`src/rtl/ifu_fetch_queue.sv`:
```
// ifu_fetch_queue: compacting instruction fetch queue between the IFU fetch
// path and decode. Each fetch beat of FETCH_INSTS words is trimmed to the
// slots from the start PC up to the first predicted-taken branch. Those slots
// go into a DEPTH-entry circular buffer. Up to ISSUE_WIDTH entries are issued
// per cycle in program order.
// Optional feature: define IFQ_BYPASS_EN to let a beat arriving at an empty
// queue drive issue_* in the same cycle (zero latency).

// One issue lane: zeroes every field when the lane is not valid.
module ifq_issue_lane #(
  parameter int ADDR_W = 32
) (
  input  logic              vld,
  input  logic [31:0]       src_inst,
  input  logic [ADDR_W-1:0] src_addr,
  input  logic              src_pred,
  input  logic              src_err,
  output logic              valid,
  output logic [31:0]       inst,
  output logic [ADDR_W-1:0] addr,
  output logic              pred,
  output logic              err
);
  assign valid = vld;
  assign inst  = vld ? src_inst : '0;
  assign addr  = vld ? src_addr : '0;
  assign pred  = vld & src_pred;
  assign err   = vld & src_err;
endmodule

module ifu_fetch_queue #(
  parameter int ADDR_W      = 32,
  parameter int FETCH_INSTS = 2,
  parameter int ISSUE_WIDTH = 2,
  parameter int DEPTH       = 8
) (
  input  logic                          clk,
  input  logic                          rst,
  input  logic                          flush_i,
  input  logic                          fetch_valid_i,
  output logic                          fetch_ready_o,
  input  logic [FETCH_INSTS*32-1:0]     fetch_data_i,
  input  logic [ADDR_W-1:0]             fetch_addr_i,
  input  logic [FETCH_INSTS-1:0]        fetch_pred_i,
  input  logic                          fetch_err_i,
  output logic [ISSUE_WIDTH-1:0]        issue_valid_o,
  output logic [ISSUE_WIDTH*32-1:0]     issue_inst_o,
  output logic [ISSUE_WIDTH*ADDR_W-1:0] issue_addr_o,
  output logic [ISSUE_WIDTH-1:0]        issue_pred_o,
  output logic [ISSUE_WIDTH-1:0]        issue_err_o,
  input  logic                          issue_ready_i,
  output logic [$clog2(DEPTH):0]        count_o
);
  localparam int S  = $clog2(FETCH_INSTS);
  localparam int PW = $clog2(DEPTH);
  localparam int CW = PW + 1;

  typedef struct packed {
    logic [31:0]       inst;
    logic [ADDR_W-1:0] addr;
    logic              pred;
    logic              err;
  } ent_t;

  ent_t              mem [DEPTH];
  logic [PW-1:0]     rd_ptr, wr_ptr;
  logic [CW-1:0]     count;

  logic [FETCH_INSTS-1:0][31:0] data_w;
  ent_t [FETCH_INSTS-1:0]       cmp;
  ent_t [FETCH_INSTS-1:0]       wdat;
  logic [FETCH_INSTS-1:0]       wen;
  logic [S-1:0]      s0;
  logic [S:0]        e, n_cmp, kk;
  logic [ADDR_W-1:0] base;
  logic              err_beat, accept;
  logic [CW-1:0]     n_cw, q_vld_n, deq_n, enq_n, skip, src;

  assign data_w        = fetch_data_i;
  assign fetch_ready_o = !rst && (count <= CW'(DEPTH - FETCH_INSTS));
  assign accept        = fetch_valid_i && fetch_ready_o && !flush_i;
  assign count_o       = count;

  // Compact the beat: slots s0..e in order, or a single error entry.
  always_comb begin
    s0       = fetch_addr_i[S+1:2];
    base     = {fetch_addr_i[ADDR_W-1:S+2], (S+2)'(0)};
    err_beat = fetch_err_i || (fetch_addr_i[1:0] != 2'b00);
    e        = (S+1)'(FETCH_INSTS - 1);
    for (int k = FETCH_INSTS - 1; k >= 0; k--)
      if (S'(k) >= s0 && fetch_pred_i[k]) e = (S+1)'(k);
    n_cmp = e - {1'b0, s0} + (S+1)'(1);
    cmp   = '0;
    kk    = '0;
    for (int j = 0; j < FETCH_INSTS; j++) begin
      kk = {1'b0, s0} + (S+1)'(j);
      if (!kk[S]) begin
        cmp[j].inst = data_w[kk[S-1:0]];
        cmp[j].addr = base + ADDR_W'({kk, 2'b00});
        cmp[j].pred = fetch_pred_i[kk[S-1:0]];
      end
    end
    if (err_beat) begin
      n_cmp       = (S+1)'(1);
      cmp         = '0;
      cmp[0].addr = fetch_addr_i;
      cmp[0].err  = 1'b1;
    end
  end

  assign n_cw    = CW'(n_cmp);
  assign q_vld_n = (count < CW'(ISSUE_WIDTH)) ? count : CW'(ISSUE_WIDTH);
  assign deq_n   = issue_ready_i ? q_vld_n : '0;

`ifdef IFQ_BYPASS_EN
  logic          byp_act;
  logic [CW-1:0] byp_n;
  assign byp_act = accept && (count == '0);
  assign byp_n   = (n_cw < CW'(ISSUE_WIDTH)) ? n_cw : CW'(ISSUE_WIDTH);
  // Bypassed instructions consumed this cycle never touch the buffer.
  assign skip    = (byp_act && issue_ready_i) ? byp_n : '0;
`else
  assign skip    = '0;
`endif

  assign enq_n = accept ? (n_cw - skip) : '0;

  // Select which compacted slots land in which write position.
  always_comb begin
    wen  = '0;
    wdat = '0;
    src  = '0;
    for (int j = 0; j < FETCH_INSTS; j++) begin
      src     = CW'(j) + skip;
      wen[j]  = accept && (src < n_cw);
      wdat[j] = cmp[src[S-1:0]];
    end
  end

  // Buffer storage; stale contents are never visible since lanes gate on count.
  always_ff @(posedge clk) begin
    for (int j = 0; j < FETCH_INSTS; j++)
      if (wen[j]) mem[wr_ptr + PW'(j)] <= wdat[j];
  end

  // Pointer and occupancy update; flush and reset clear the queue outright.
  always_ff @(posedge clk) begin
    if (rst || flush_i) begin
      rd_ptr <= '0;
      wr_ptr <= '0;
      count  <= '0;
    end else begin
      wr_ptr <= wr_ptr + PW'(enq_n);
      rd_ptr <= rd_ptr + PW'(deq_n);
      count  <= count + enq_n - deq_n;
    end
  end

  for (genvar i = 0; i < ISSUE_WIDTH; i++) begin : g_lane
    ent_t lsrc;
    logic lv;
    // Lane i shows entry rd_ptr+i, or compacted slot i on a bypass.
    always_comb begin
      lsrc = mem[rd_ptr + PW'(i)];
      lv   = !rst && (CW'(i) < count);
`ifdef IFQ_BYPASS_EN
      if (byp_act) begin
        lsrc = cmp[i];
        lv   = CW'(i) < byp_n;
      end
`endif
    end
    ifq_issue_lane #(.ADDR_W(ADDR_W)) u_lane (
      .vld      (lv),
      .src_inst (lsrc.inst),
      .src_addr (lsrc.addr),
      .src_pred (lsrc.pred),
      .src_err  (lsrc.err),
      .valid    (issue_valid_o[i]),
      .inst     (issue_inst_o[i*32 +: 32]),
      .addr     (issue_addr_o[i*ADDR_W +: ADDR_W]),
      .pred     (issue_pred_o[i]),
      .err      (issue_err_o[i])
    );
  end
endmodule

```
`config.mk`:
```
export PLATFORM = sky130hd
export DESIGN_NAME = ifu_fetch_queue
export DESIGN_NICKNAME = d
export VERILOG_FILES = /design/src/rtl/ifu_fetch_queue.sv
export SDC_FILE = /design/constraint.sdc
export NUM_CORES = 1
export LEC_CHECK = 0
export BUFFER_PORTS_ARGS = -buffer_cell sky130_fd_sc_hd__buf_2
export CORE_UTILIZATION = 55
export DETAILED_ROUTE_END_ITERATION = 16
export PLACE_DENSITY = 0.74
export SYNTH_ARGS = -nofsm -noshare
export SYNTH_HDL_FRONTEND = slang
export SYNTH_SLANG_ARGS = --single-unit
```
`constraint.sdc`:
```
create_clock -name clk -period 6.3 [get_ports clk]
set_input_delay 1.26 -clock clk [delete_from_list [all_inputs] [get_ports clk]]
set_output_delay 1.26 -clock clk [all_outputs]
set_load 0.05 [all_outputs]
```
==> results.py <==
metrics = {
    "floorplan": {
        "vertical_extent_of_the_die_um": 241,
        "floorplan.initialDensity_pct": 55.8,
        "design.die.area_mm2": 0.0582,
        "std_cell_rows": 87,
        "ios": 243,
        "core_area_mm2": 0.0565,
        "die_w_um": 241,
    },
    "power": {
        "p_per_area_mw_per_mm2": 237,
        "cell_internal_pwr_mw": 6.05,
        "switchingPower_mw": 2.28,
        "power_frac_seq_pct": 47.0,
        "vdd_drop_max_uv": 203,
        "cell_leakage_power_nw": 11.4,
        "sw_frac_of_total_pct": 27.3,
        "clkPwrFrac_pct": 39.0,
        "pwr-share-comb_pct": 14.0,
    },
    "cts": {
        "clockBufferDepth": 3,
        "clk_latency_ns": 0.64,
        "cts_tree": "yes",
        "sink_count_of_the_clock_tree": 538,
        "cts-root-buf": "clkbuf_16",
        "clk_transition_reported_paths_ns": 0.06,
        "cts_setup_buffers": 0,
        "htree_num_levels": 2,
        "total_cts_buffers": 57,
        "hold_fix_buffers_cts": 0,
        "number_of_cells_upsized_or_downsized_after_cts": 0,
    },
    "place": {
        "detailedPlace.worstSlack_ns": 1.75,
        "detailedPlacementHpwl_um": 54500,
        "io_buffer_count": 242,
        "gp_congestion": 0.896,
    },
    "critical_path": {
        "worst_ep_required_ns": 5.04,
        "critical_path_peak_fanout": 56,
        "start_kind": "flip-flop",
        "rr_worst_depth": 5,
        "timing_worst_setup_path_type": "flip-flop to primary output",
        "crit_arrival_ns": 3.90,
        "reg2reg_from": "wr_ptr[0]",
        "worst_r2r_end": "mem[7][9]",
        "worstSetupEndpointType": "primary output",
        "reg2reg_setup_slack_ns": 2.67,
    },
    "sta": {
        "hold_viol_final": 0,
        "layout_setup_ws_ns": 1.14,
        "rsz0062_at_grt": "no",
        "fmax_ghz": 0.194,
        "fin_crit_ns": 5.16,
        "worst-slew-pin-transition_ns": 1.32,
        "drv_slew": 0,
        "final_total_negative_setup_slack_ns": 0,
        "setup_viol_count_final": 0,
        "final.period_utilization_pct": 81.8,
        "fin_hold_ws_ns": 0.476,
        "worst_slew_margin_rel_pct": 12.3,
        "finalClockSkew_ns": 0.0265,
    },
    "logic_synthesis": {
        "post_synthesis_net_count": 2705,
        "yosysWarnings": 0,
        "ffs_w_async_s_r_synth_pct": 0,
        "synthesis.area_mm2": 0.0315,
        "post_synth_most_frequent_cells": "504 x edfxtp_1, 310 x nand2_1, 264 x mux4_2",
        "synth_seq_area_share_pct": 50.2,
        "post-synth-top-count-cell": "edfxtp_1",
        "syn_inst": 2587,
        "postSynth.topFlopCell": "edfxtp_1",
        "yosys_register_bits": 538,
        "synth-edff-count": 504,
        "post_synth_main_area_contributors": "edfxtp_1 48%, mux4_2 19%, and2_1 5.2%",
        "netlist.top_cell.by_area": "edfxtp_1",
        "avgSynthCellArea_um2": 12.2,
        "synth_largest_type_area_fraction_pct": 48.0,
        "yosys_cell_types": 55,
    },
    "run_status": {
        "run_status": "completed",
    },
    "routing": {
        "drt_first_pass_iters": 6,
        "drc_errors": 0,
        "vias": 23500,
        "via_per_inst": 6.68,
        "post_detailed_route_wirelength_per_cell_um": 26.8,
        "overall_routed_net_length_um": 94300,
        "drt-initial-drc-count": 2880,
        "detail-route-antenna-nets": 0,
    },
    "min_path": {
        "timing.hold.worst.start": "mem[2][0]",
        "hold_path_depth": 2,
        "hold_class": "flip-flop to flip-flop",
        "hold_path_end": "mem[2][0]",
    },
    "global_routing": {
        "globalRouteTotalUtil_pct": 32.7,
        "number_of_antenna_violations_at_the_first_check_in_global_routing": 11,
        "first_global_vias": 23800,
        "globalRoute.totalOverflow": 0,
        "grt_start_max_net_pins": 158,
        "grt_pass1_wl_um": 141000,
    },
    "final_layout": {
        "design.final.nets": 2824,
        "final.fill_count": 4315,
        "drive_gt1_share_pct": 24.7,
        "syn2layout_area_growth_pct": 11.5,
    },
    "job": {
        "max_cap_violations": 0,
    },
}
[how the worst max path moves through the flow]
stage,start,endpoint,slack (ns)
finish,rd_ptr[0],issue_addr_o[0],1.14
detailed placement,rst,issue_addr_o[58],1.75
global placement,rst,issue_addr_o[47],1.81
global route,rd_ptr[0],issue_pred_o[1],1.0
CTS,rd_ptr[0],issue_addr_o[0],1.16
floorplan,fetch_addr_i[1],mem[4][10],1.70
[metrics by stage]
stage               power, mW  cell area [um2]  std cells  utilization [%]
floorplan                4.81            31500       2587                -
global placement         5.12            33300       3403             59.0
detailed placement       5.14            33300       3403             59.0
CTS                      8.34            35100       3510             62.1
global route             8.55            35100       3512             62.2
finish                   8.33            35100       3514             62.2
[per-layer routing]
| layer | up-vias | share of wire [%] | GRT usage, % |
|---|---|---|---|
| met5 | - | 0.099 | 0 |
| met1 | 11600 | 36 | 41.9 |
| li1 | 9964 | - | - |
| met4 | 14 | 4.9 | 16.1 |
| met3 | 347 | 12 | 7.05 |
| met2 | 1551 | 48 | 53.3 |
[kinds of logic (layout without fill, tap and decap cells)]
| logic type | after synthesis | after routing | share of synthesized area (%) |
|---|---|---|---|
| simple gates | 953 | 953 | 14.6 |
| mux | 330 | 330 | 21.0 |
| compound gates | 491 | 491 | 9.89 |
| xor+xnor | 9 | 9 | 0.298 |
| fa+ha+maj | 14 | 14 | 0.651 |
| buf+inv | 252 | 419 | 3.40 |
| flops | 538 | 538 | 50.2 |
| other cells | 0 | 4 | 0 |
[area by class of cell]
class / instances / area (um2) / area share [%]
Sequential cell: 538 / 15800 / 45.1
Antenna cell: 4 / 10.0 / 0.0285
Multi-Input combinational cell: 1797 / 14800 / 42.1
Tap cell: 756 / 946 / 2.69
Timing Repair Buffer: 290 / 1690 / 4.80
Clock inverter: 30 / 214 / 0.609
Inverter: 22 / 82.6 / 0.235
Clock buffer: 77 / 1560 / 4.45
[power by group through the flow]
stage	logic [mW]	clock network, mW	registers (mW)
finish	1.16	3.25	3.92
detailed placement	1.15	0	3.99
global route	1.23	3.40	3.92
CTS	1.16	3.27	3.92
global placement	1.13	0	3.99
floorplan	0.823	0	3.98
[registers in the layout, indices dropped and copies added (netlist names)]
signal / count
count_o: 4
mem: 528
rd_ptr: 3
wr_ptr: 3
[layout by cell type (no fill, tap or decap), types with 12 or more instances in the layout]
cell,instances
mux2i_1,66
and2_1,263
inv_1,22
o22a_1,96
dfxtp_1,31
clkinv_1,12
a21oi_1,175
o21ai_0,116
nor2b_1,69
clkbuf_16,58
buf_4,40
nor2_4,12
a22oi_1,35
clkbuf_1,15
clkinv_2,13
a22o_1,32
mux4_2,264
edfxtp_1,504
nor2_1,255
nand2_1,309
buf_2,241
[critical path, cell delays in order, from the launching register on]
cell     delay (ns)
dfxtp_4        0.36
buf_4          0.69
buf_4          0.85
mux4_2         0.60
mux2i_1        0.37
nor2_1         0.07
buf_2          0.23
(Power assumes the default switching activity.)
